<file path="src/rtl/pipeline_hazard_ctrl_pkg.sv">
`default_nettype none
// ============================================================================
// Module   : pipeline_hazard_ctrl_pkg
// Purpose  : Shared definitions for the five-stage pipeline hazard unit:
//            forwarding-select codes, memory wait state encoding and a
//            register-match helper that never matches register 0.
// Revision : 1.0 - initial release
// ============================================================================
package pipeline_hazard_ctrl_pkg;

  // ALU operand source selects
  localparam logic [1:0] FWD_RF  = 2'b00;
  localparam logic [1:0] FWD_WB  = 2'b01;
  localparam logic [1:0] FWD_MEM = 2'b10;

  typedef enum logic {
    IDLE = 1'b0,
    WAIT = 1'b1
  } mem_state_t;

  // Register 0 is hard-wired to zero, so it never creates a dependency.
  function automatic logic src_match(input logic [4:0] src, input logic [4:0] dst);
    return (src != 5'd0) && (src == dst);
  endfunction

endpackage
`default_nettype wire

</file>
<file path="src/rtl/pipeline_hazard_ctrl_mem_wait_fsm.sv">
`default_nettype none
// ============================================================================
// Module   : mem_wait_fsm
// Purpose  : Stretches the memory stage while a multi-cycle data memory
//            completes, abandoning the access after MEM_TIMEOUT cycles.
// Ports    : clk, reset (sync, active-low)
//            memaccess   - load or store present in M
//            mem_ready   - data memory completion strobe
//            memstall    - hold the whole pipeline this cycle
//            mem_timeout - sticky flag, set when an access is abandoned
// Revision : 1.0 - initial release
// ============================================================================
module mem_wait_fsm
  import pipeline_hazard_ctrl_pkg::*;
#(
  parameter int MEM_TIMEOUT = 16
) (
  input  logic clk,
  input  logic reset,
  input  logic memaccess,
  input  logic mem_ready,
  output logic memstall,
  output logic mem_timeout
);

  localparam logic [15:0] LAST_CNT = 16'(MEM_TIMEOUT - 1);

  mem_state_t  state, state_nx;
  logic [15:0] cnt, cnt_nx;
  logic        timeout_nx;

  always_ff @(posedge clk) begin
    if (!reset) begin
      state       <= IDLE;
      cnt         <= 16'd0;
      mem_timeout <= 1'b0;
    end else begin
      state       <= state_nx;
      cnt         <= cnt_nx;
      mem_timeout <= timeout_nx;
    end
  end

  always_comb begin
    state_nx   = state;
    cnt_nx     = cnt;
    timeout_nx = mem_timeout;
    memstall   = 1'b0;
    case (state)
      IDLE: begin
        // The first cycle of a slow access already stalls and counts as 1.
        if (memaccess && !mem_ready) begin
          memstall = 1'b1;
          state_nx = WAIT;
          cnt_nx   = 16'd1;
        end
      end
      WAIT: begin
        // Completion wins over timeout when both land in the same cycle.
        if (mem_ready) begin
          state_nx = IDLE;
        end else if (cnt == LAST_CNT) begin
          state_nx   = IDLE;
          timeout_nx = 1'b1;
        end else begin
          memstall = 1'b1;
          cnt_nx   = cnt + 16'd1;
        end
      end
      default: state_nx = IDLE;
    endcase
    if (!reset) memstall = 1'b0;
  end

endmodule
`default_nettype wire

</file>
<file path="src/rtl/pipeline_hazard_ctrl.sv">
`default_nettype none
// ============================================================================
// Module   : pipeline_hazard_ctrl
// Purpose  : Hazard and stall scheduler for the five-stage MIPS pipeline.
//            Computes forwarding selects, load-use / branch bubbles, branch
//            flushes and full-pipeline holds for slow data memory accesses.
// Ports    : clk, reset (sync, active-low)
//            rsd/rtd, rse/rte           - source registers in D and E
//            writerege/m/w, regwritee/m/w - destinations and write enables
//            memtorege/m, memwritem     - load/store indicators
//            branchd, pcsrcd            - branch in D, branch taken
//            mem_ready                  - data memory completion strobe
//            stallf..stallw, flushd/e   - pipeline register controls
//            forwardad/bd, forwardae/be - forwarding selects
//            mem_timeout, stall_cycles  - status
// Revision : 1.0 - initial release
// ============================================================================
module pipeline_hazard_ctrl
  import pipeline_hazard_ctrl_pkg::*;
#(
  parameter int MEM_TIMEOUT = 16,
  parameter int CNT_W       = 16
) (
  input  logic             clk,
  input  logic             reset,
  input  logic [4:0]       rsd,
  input  logic [4:0]       rtd,
  input  logic [4:0]       rse,
  input  logic [4:0]       rte,
  input  logic [4:0]       writerege,
  input  logic [4:0]       writeregm,
  input  logic [4:0]       writeregw,
  input  logic             regwritee,
  input  logic             regwritem,
  input  logic             regwritew,
  input  logic             memtorege,
  input  logic             memtoregm,
  input  logic             memwritem,
  input  logic             branchd,
  input  logic             pcsrcd,
  input  logic             mem_ready,
  output logic             stallf,
  output logic             stalld,
  output logic             stalle,
  output logic             stallm,
  output logic             stallw,
  output logic             flushd,
  output logic             flushe,
  output logic             forwardad,
  output logic             forwardbd,
  output logic [1:0]       forwardae,
  output logic [1:0]       forwardbe,
  output logic             mem_timeout,
  output logic [CNT_W-1:0] stall_cycles
);

  logic lwstall;
  logic branchstall;
  logic memaccess;
  logic memstall;

  assign lwstall     = memtorege && (src_match(rsd, rte) || src_match(rtd, rte));
  assign branchstall = branchd &&
                       ((regwritee && (src_match(rsd, writerege) || src_match(rtd, writerege))) ||
                        (memtoregm && (src_match(rsd, writeregm) || src_match(rtd, writeregm))));
  assign memaccess   = memtoregm || memwritem;

  mem_wait_fsm #(
    .MEM_TIMEOUT (MEM_TIMEOUT)
  ) u_mem_wait_fsm (
    .clk         (clk),
    .reset       (reset),
    .memaccess   (memaccess),
    .mem_ready   (mem_ready),
    .memstall    (memstall),
    .mem_timeout (mem_timeout)
  );

  always_comb begin
    stallf    = 1'b0;
    stalld    = 1'b0;
    stalle    = 1'b0;
    stallm    = 1'b0;
    stallw    = 1'b0;
    flushd    = 1'b0;
    flushe    = 1'b0;
    forwardad = 1'b0;
    forwardbd = 1'b0;
    forwardae = FWD_RF;
    forwardbe = FWD_RF;
    if (reset) begin
      // M is younger than W, so its result takes priority.
      if (regwritem && src_match(rse, writeregm))      forwardae = FWD_MEM;
      else if (regwritew && src_match(rse, writeregw)) forwardae = FWD_WB;
      if (regwritem && src_match(rte, writeregm))      forwardbe = FWD_MEM;
      else if (regwritew && src_match(rte, writeregw)) forwardbe = FWD_WB;
      forwardad = regwritem && src_match(rsd, writeregm);
      forwardbd = regwritem && src_match(rtd, writeregm);

      if (memstall) begin
        stallf = 1'b1;
        stalld = 1'b1;
        stalle = 1'b1;
        stallm = 1'b1;
        stallw = 1'b1;
      end else if (lwstall || branchstall) begin
        // Both hazards together still cost only one bubble.
        stallf = 1'b1;
        stalld = 1'b1;
        flushe = 1'b1;
      end else begin
        flushd = pcsrcd;
      end
    end
  end

  always_ff @(posedge clk) begin
    if (!reset) begin
      stall_cycles <= '0;
    end else if (stallf && (stall_cycles != {CNT_W{1'b1}})) begin
      stall_cycles <= stall_cycles + 1'b1;
    end
  end

endmodule
`default_nettype wire

</file>
<file path="config.mk">
export PLATFORM = sky130hd
export DESIGN_NAME = pipeline_hazard_ctrl
export DESIGN_NICKNAME = d
export VERILOG_FILES = /design/src/rtl/pipeline_hazard_ctrl_pkg.sv /design/src/rtl/pipeline_hazard_ctrl_mem_wait_fsm.sv /design/src/rtl/pipeline_hazard_ctrl.sv
export SDC_FILE = /design/constraint.sdc
export NUM_CORES = 1
export LEC_CHECK = 0
export CORE_MARGIN = 2
export CORE_UTILIZATION = 40
export CTS_BUF_LIST = sky130_fd_sc_hd__clkbuf_4
export DETAILED_ROUTE_END_ITERATION = 6
export PLACE_DENSITY_LB_ADDON = 0.2
export SYNTH_ARGS = -nofsm -noshare
export SYNTH_HDL_FRONTEND = slang
export SYNTH_SLANG_ARGS = --single-unit
</file>
<file path="constraint.sdc">
create_clock -name clk -period 4.7 [get_ports clk]
set_input_delay 1.41 -clock clk [delete_from_list [all_inputs] [get_ports clk]]
set_output_delay 1.41 -clock clk [all_outputs]
set_load 0.02 [all_outputs]
</file>
==> report_table.html <==
<table>
<tr><th>Metric</th><th>Value</th></tr>
<tr><th colspan="2">Clock tree</th></tr>
<tr><td>Clock latency on the worst-skew pair</td><td>roughly 340 ps</td></tr>
<tr><td>Clock edge transition at the registers on the reported setup and hold paths</td><td>110 ps</td></tr>
<tr><td>Postcts setup bufs</td><td>0</td></tr>
<tr><td>Root Buffer</td><td>sky130_fd_sc_hd__clkbuf_4</td></tr>
<tr><td>Inserted Clock Buffers</td><td>5</td></tr>
<tr><td>Hold buffer count at CTS</td><td>0</td></tr>
<tr><td>Clock tree buffer depth</td><td>2</td></tr>
<tr><td>TritonCTS clock tree</td><td>built</td></tr>
<tr><td>Total number of clock tree sinks</td><td>34</td></tr>
<tr><td>CTS H-Tree Depth</td><td>2</td></tr>
<tr><th colspan="2">Yosys</th></tr>
<tr><td>#FFs+latches synth</td><td>34</td></tr>
<tr><td>Number of distinct library cell variants in the gate-level netlist after synthesis</td><td>39</td></tr>
<tr><td>Syn Std Cell Area</td><td>between 0.002 and 0.0025 sq mm</td></tr>
<tr><td>Yosys top cell by area</td><td>sky130_fd_sc_hd__dfxtp_1</td></tr>
<tr><td>Mapped Avg Cell Area</td><td>8.055 sq um</td></tr>
<tr><td>Post-Syn Instances</td><td>299</td></tr>
<tr><td>Number of enable-type register cells in the synthesized netlist</td><td>0</td></tr>
<tr><td>Cell types occupying the most area after synthesis</td><td>sky130_fd_sc_hd__dfxtp_1 (28%), sky130_fd_sc_hd__xor2_1 (12%), sky130_fd_sc_hd__xnor2_1 (11%)</td></tr>
<tr><td>Yosys top cell area share</td><td>between 20% and 30%</td></tr>
<tr><td>Most frequently used flop master after synthesis</td><td>sky130_fd_sc_hd__dfxtp_1</td></tr>
<tr><td>Sequential share of the synthesized area</td><td>roughly 28%</td></tr>
<tr><td>Ys async rst share</td><td>0%</td></tr>
<tr><td>Yosys synthesis warning count</td><td>0</td></tr>
<tr><td>Synth Net Count</td><td>approximately 350</td></tr>
<tr><th colspan="2">Drt</th></tr>
<tr><td>TritonRoute pass-1 iters</td><td>4</td></tr>
<tr><td>Vias</td><td>approximately 2500</td></tr>
<tr><td>Routed length per instance</td><td>approximately 13 um</td></tr>
<tr><td>DRC viols</td><td>0</td></tr>
<tr><td>Total detailed-routing wirelength</td><td>roughly 6.3 mm</td></tr>
<tr><td>Starting DRC count in detailed routing</td><td>~110</td></tr>
<tr><td>Routed Antenna Nets</td><td>0</td></tr>
<tr><td>Detail-routed via count per cell</td><td>between 5 and 6</td></tr>
<tr><th colspan="2">Status</th></tr>
<tr><td>Failing checks</td><td>negative setup slack</td></tr>
<tr><td>Result of the run</td><td>finished with violations</td></tr>
<tr><th colspan="2">Pwr</th></tr>
<tr><td>Total leakage power</td><td>~1.4 nW</td></tr>
<tr><td>Worst IR drop on VDD</td><td>about 0.14 mV</td></tr>
<tr><td>P per Cell Area</td><td>slightly below 200 mW/mm^2</td></tr>
<tr><th colspan="2">Timing</th></tr>
<tr><td>Final clock period utilization by the worst path</td><td>100.3%</td></tr>
<tr><td>Highest clock frequency the design can meet</td><td>0.2120 GHz</td></tr>
<tr><td>RSZ-0062 raised after global routing</td><td>true</td></tr>
<tr><td>Least setup slack across all paths after layout</td><td>-16.30 ps</td></tr>
<tr><td>Remaining max-slew budget at the tightest pin</td><td>between 60 and 70%</td></tr>
<tr><td>Transition at the pin with the smallest max-transition slack</td><td>around 570 ps</td></tr>
<tr><td>Maximum clock skew at final layout</td><td>between 10 and 15 ps</td></tr>
<tr><td>Final count of negative-setup-slack endpoints</td><td>1</td></tr>
<tr><td>Final hold violation count</td><td>0</td></tr>
<tr><td>Aggregate negative setup slack</td><td>-16.30 ps</td></tr>
<tr><td>Max Slew Vio Count</td><td>0</td></tr>
<tr><td>WHS</td><td>between 400 and 500 ps</td></tr>
<tr><td>Time the worst path needs with I/O delays and setup</td><td>between 4000 and 5000 ps</td></tr>
<tr><th colspan="2">GRT</th></tr>
<tr><td>Busiest metal layer after global routing</td><td>met2</td></tr>
<tr><td>GR Util met2</td><td>between 30% and 40%</td></tr>
<tr><td>First-pass GRT wire length</td><td>just over 10 mm</td></tr>
<tr><td>Met1 global-route usage</td><td>23.94%</td></tr>
<tr><td>Total global routing track utilization</td><td>between 10% and 20%</td></tr>
<tr><td>Initial antenna violation count</td><td>0</td></tr>
<tr><td>Via count of the first global-routing pass</td><td>2332</td></tr>
<tr><td>Total grt overflow</td><td>0</td></tr>
<tr><td>Grt met3 use</td><td>approximately 3.4%</td></tr>
<tr><td>Largest net degree at the start of global routing</td><td>25</td></tr>
<tr><th colspan="2">Hold path</th></tr>
<tr><td>Path type of the worst min-delay path</td><td>register to register</td></tr>
<tr><th colspan="2">Placement</th></tr>
<tr><td>Routability Congestion</td><td>0.9130</td></tr>
<tr><td>Port Buffers</td><td>between 70 and 80</td></tr>
<tr><td>Detailed placer's ending HPWL</td><td>5.010 mm</td></tr>
<tr><th colspan="2">Run</th></tr>
<tr><td>Max-cap violations</td><td>0</td></tr>
<tr><th colspan="2">Critical path</th></tr>
<tr><td>Critical Path RT</td><td>3290 ps</td></tr>
<tr><td>Crit Path Class</td><td>primary input to output port</td></tr>
<tr><td>Largest fanout on the critical path</td><td>3</td></tr>
<tr><td>Startpoint kind of the worst setup timing path</td><td>primary input</td></tr>
<tr><td>Kind of end point of the critical path</td><td>output port</td></tr>
<tr><td>Crit path arrival time</td><td>3310 ps</td></tr>
<tr><th colspan="2">Floorplanning</th></tr>
<tr><td>Top-Level Pins</td><td>76</td></tr>
<tr><td>Die Outline Area</td><td>0.006658 sq mm</td></tr>
<tr><td>Height of the die</td><td>around 82 um</td></tr>
<tr><td>CORE AREA</td><td>approximately 0.0059 sq mm</td></tr>
<tr><td>Std cell rows</td><td>28</td></tr>
<tr><td>Width of the chip</td><td>81.60 um</td></tr>
<tr><td>Initial cell density of the core</td><td>just over 40%</td></tr>
<tr><th colspan="2">Final layout</th></tr>
<tr><td>Number of diodes</td><td>0</td></tr>
<tr><td>Number of nets in the layout</td><td>approximately 460</td></tr>
<tr><td>Filler cell count</td><td>about 550</td></tr>
<tr><td>Area Overhead vs Synth</td><td>49.25%</td></tr>
<tr><td>Share of layout cells above drive strength 1</td><td>approximately 18%</td></tr>
</table>
placed cells by master (no fill, tap or decap), drive strengths merged, types with 2 or more instances in the layout:
cell type      count
nor2              28
nor3              17
clkdlybuf4s50     55
nand2b             5
inv                2
clkinv             2
and2               3
clkdlybuf4s15      3
and4               3
xnor2             31
o21ai              2
dfxtp             34
nor4               8
or3                4
and3               7
a21oi             15
or4               10
buf               46
dlymetal6s2s       3
mux2i              5
dlygate4sd2       11
clkbuf             6
nand2             26
o31ai              9
ha                 2
xor2              33
nand4             14
a211oi             2
nand3             14
kinds of logic after synthesis:
| group | Yosys count | synth area share [%] |
|---|---|---|
| buffers and inverters | 19 | 4.363 |
| XOR/XNOR | 64 | 23.27 |
| adder cells (fa/ha/maj) | 2 | 1.039 |
| flip-flops | 34 | 28.26 |
| AND/OR/NAND/NOR | 142 | 31.95 |
| AO/OA/AOI/OAI | 33 | 9.039 |
| multiplexers | 5 | 2.078 |
routing by layer:
metal / up-vias / share of wire, %
met2: 66 / 51
met3: 4 / 4.7
met5: - / 0
met4: 0 / 0.87
li1: 1284 / -
met1: 1155 / 43
what timing repair did:
action	CTS	global route
setup endpoints to repair	9	8
hold endpoints to repair	0	0
resized for setup	34	12
synth_stat cells (2+ instances only):
library cell	count
sky130_fd_sc_hd__nand4_1	14
sky130_fd_sc_hd__and4_1	2
sky130_fd_sc_hd__xnor2_1	31
sky130_fd_sc_hd__clkbuf_1	9
sky130_fd_sc_hd__dfxtp_1	34
sky130_fd_sc_hd__a211oi_1	2
sky130_fd_sc_hd__xor2_1	33
sky130_fd_sc_hd__nor2_1	27
sky130_fd_sc_hd__buf_4	3
sky130_fd_sc_hd__o31ai_1	9
sky130_fd_sc_hd__or4_1	10
sky130_fd_sc_hd__nor4_1	7
sky130_fd_sc_hd__nand3_1	14
sky130_fd_sc_hd__o21ai_1	2
sky130_fd_sc_hd__nor3_1	17
sky130_fd_sc_hd__nand2_1	25
sky130_fd_sc_hd__a21oi_1	15
sky130_fd_sc_hd__inv_1	2
sky130_fd_sc_hd__or3_1	4
sky130_fd_sc_hd__and3_1	7
sky130_fd_sc_hd__and2_1	3
sky130_fd_sc_hd__mux2i_1	5
sky130_fd_sc_hd__nand2b_1	5
sky130_fd_sc_hd__ha_1	2
sky130_fd_sc_hd__buf_2	3
state kept, by name, summed over array words and instances (netlist names):
| signal | flops |
|---|---|
| u_mem_wait_fsm.mem_timeout | 1 |
| u_mem_wait_fsm.state | 1 |
| stall_cycles | 16 |
| u_mem_wait_fsm.cnt | 16 |
power by group:
part / switching (mW) / internal [mW]
Combinational: 0.0838 / 0.0975
Clock: 0.105 / 0.110
Sequential: 0.00489 / 0.292
Total: 0.193 / 0.499
path summary, 6_finish.rpt:
check | start | to | slack (ps) | cells after the start
max reg2reg | u_mem_wait_fsm.cnt[0] | u_mem_wait_fsm.cnt[15] | 2280 | 9
min reg2reg | u_mem_wait_fsm.mem_timeout | u_mem_wait_fsm.mem_timeout | 490 | 2
max | writeregm[0] | flushd | -20 | 9
min | u_mem_wait_fsm.mem_timeout | u_mem_wait_fsm.mem_timeout | 490 | 2
layout make-up:
cell class                 instances  area (sq um)  share of cell area (%)
tap                               75         93.84                   2.611
multi-input combinational        246          1673                   46.54
clock buffer                       5         37.54                   1.044
timing repair buffer             119          1062                   29.55
clock inverter                     3         40.04                   1.114
inverter                           2         7.507                  0.2088
sequential                        34         680.7                   18.93
worst max-delay path: stages:
cell,delay (ps)
sky130_fd_sc_hd__clkdlybuf4s50_1,530
sky130_fd_sc_hd__xor2_1,210
sky130_fd_sc_hd__nor3_2,80
sky130_fd_sc_hd__nand4_1,130
sky130_fd_sc_hd__a21oi_2,80
sky130_fd_sc_hd__buf_4,140
sky130_fd_sc_hd__nor4_4,280
sky130_fd_sc_hd__and3_1,190
sky130_fd_sc_hd__clkdlybuf4s15_2,260
stage by stage:
step | utilization (%) | area (sq um) | cells | setup slack (ps) | power [mW]
final | 61.08 | 3595 | 484 | -16.30 | 0.6927
after global routing | 61.08 | 3595 | 484 | -169.2 | 0.7277
after CTS | 60.65 | 3570 | 484 | 0.2218 | 0.6971
after detailed placement | 59.23 | 3486 | 476 | -463.2 | 0.4855
after global placement | 59.23 | 3486 | 476 | -411.8 | 0.4833
after floorplan | - | 2409 | 299 | 264.2 | 0.3898
(Power assumes the default switching activity.)
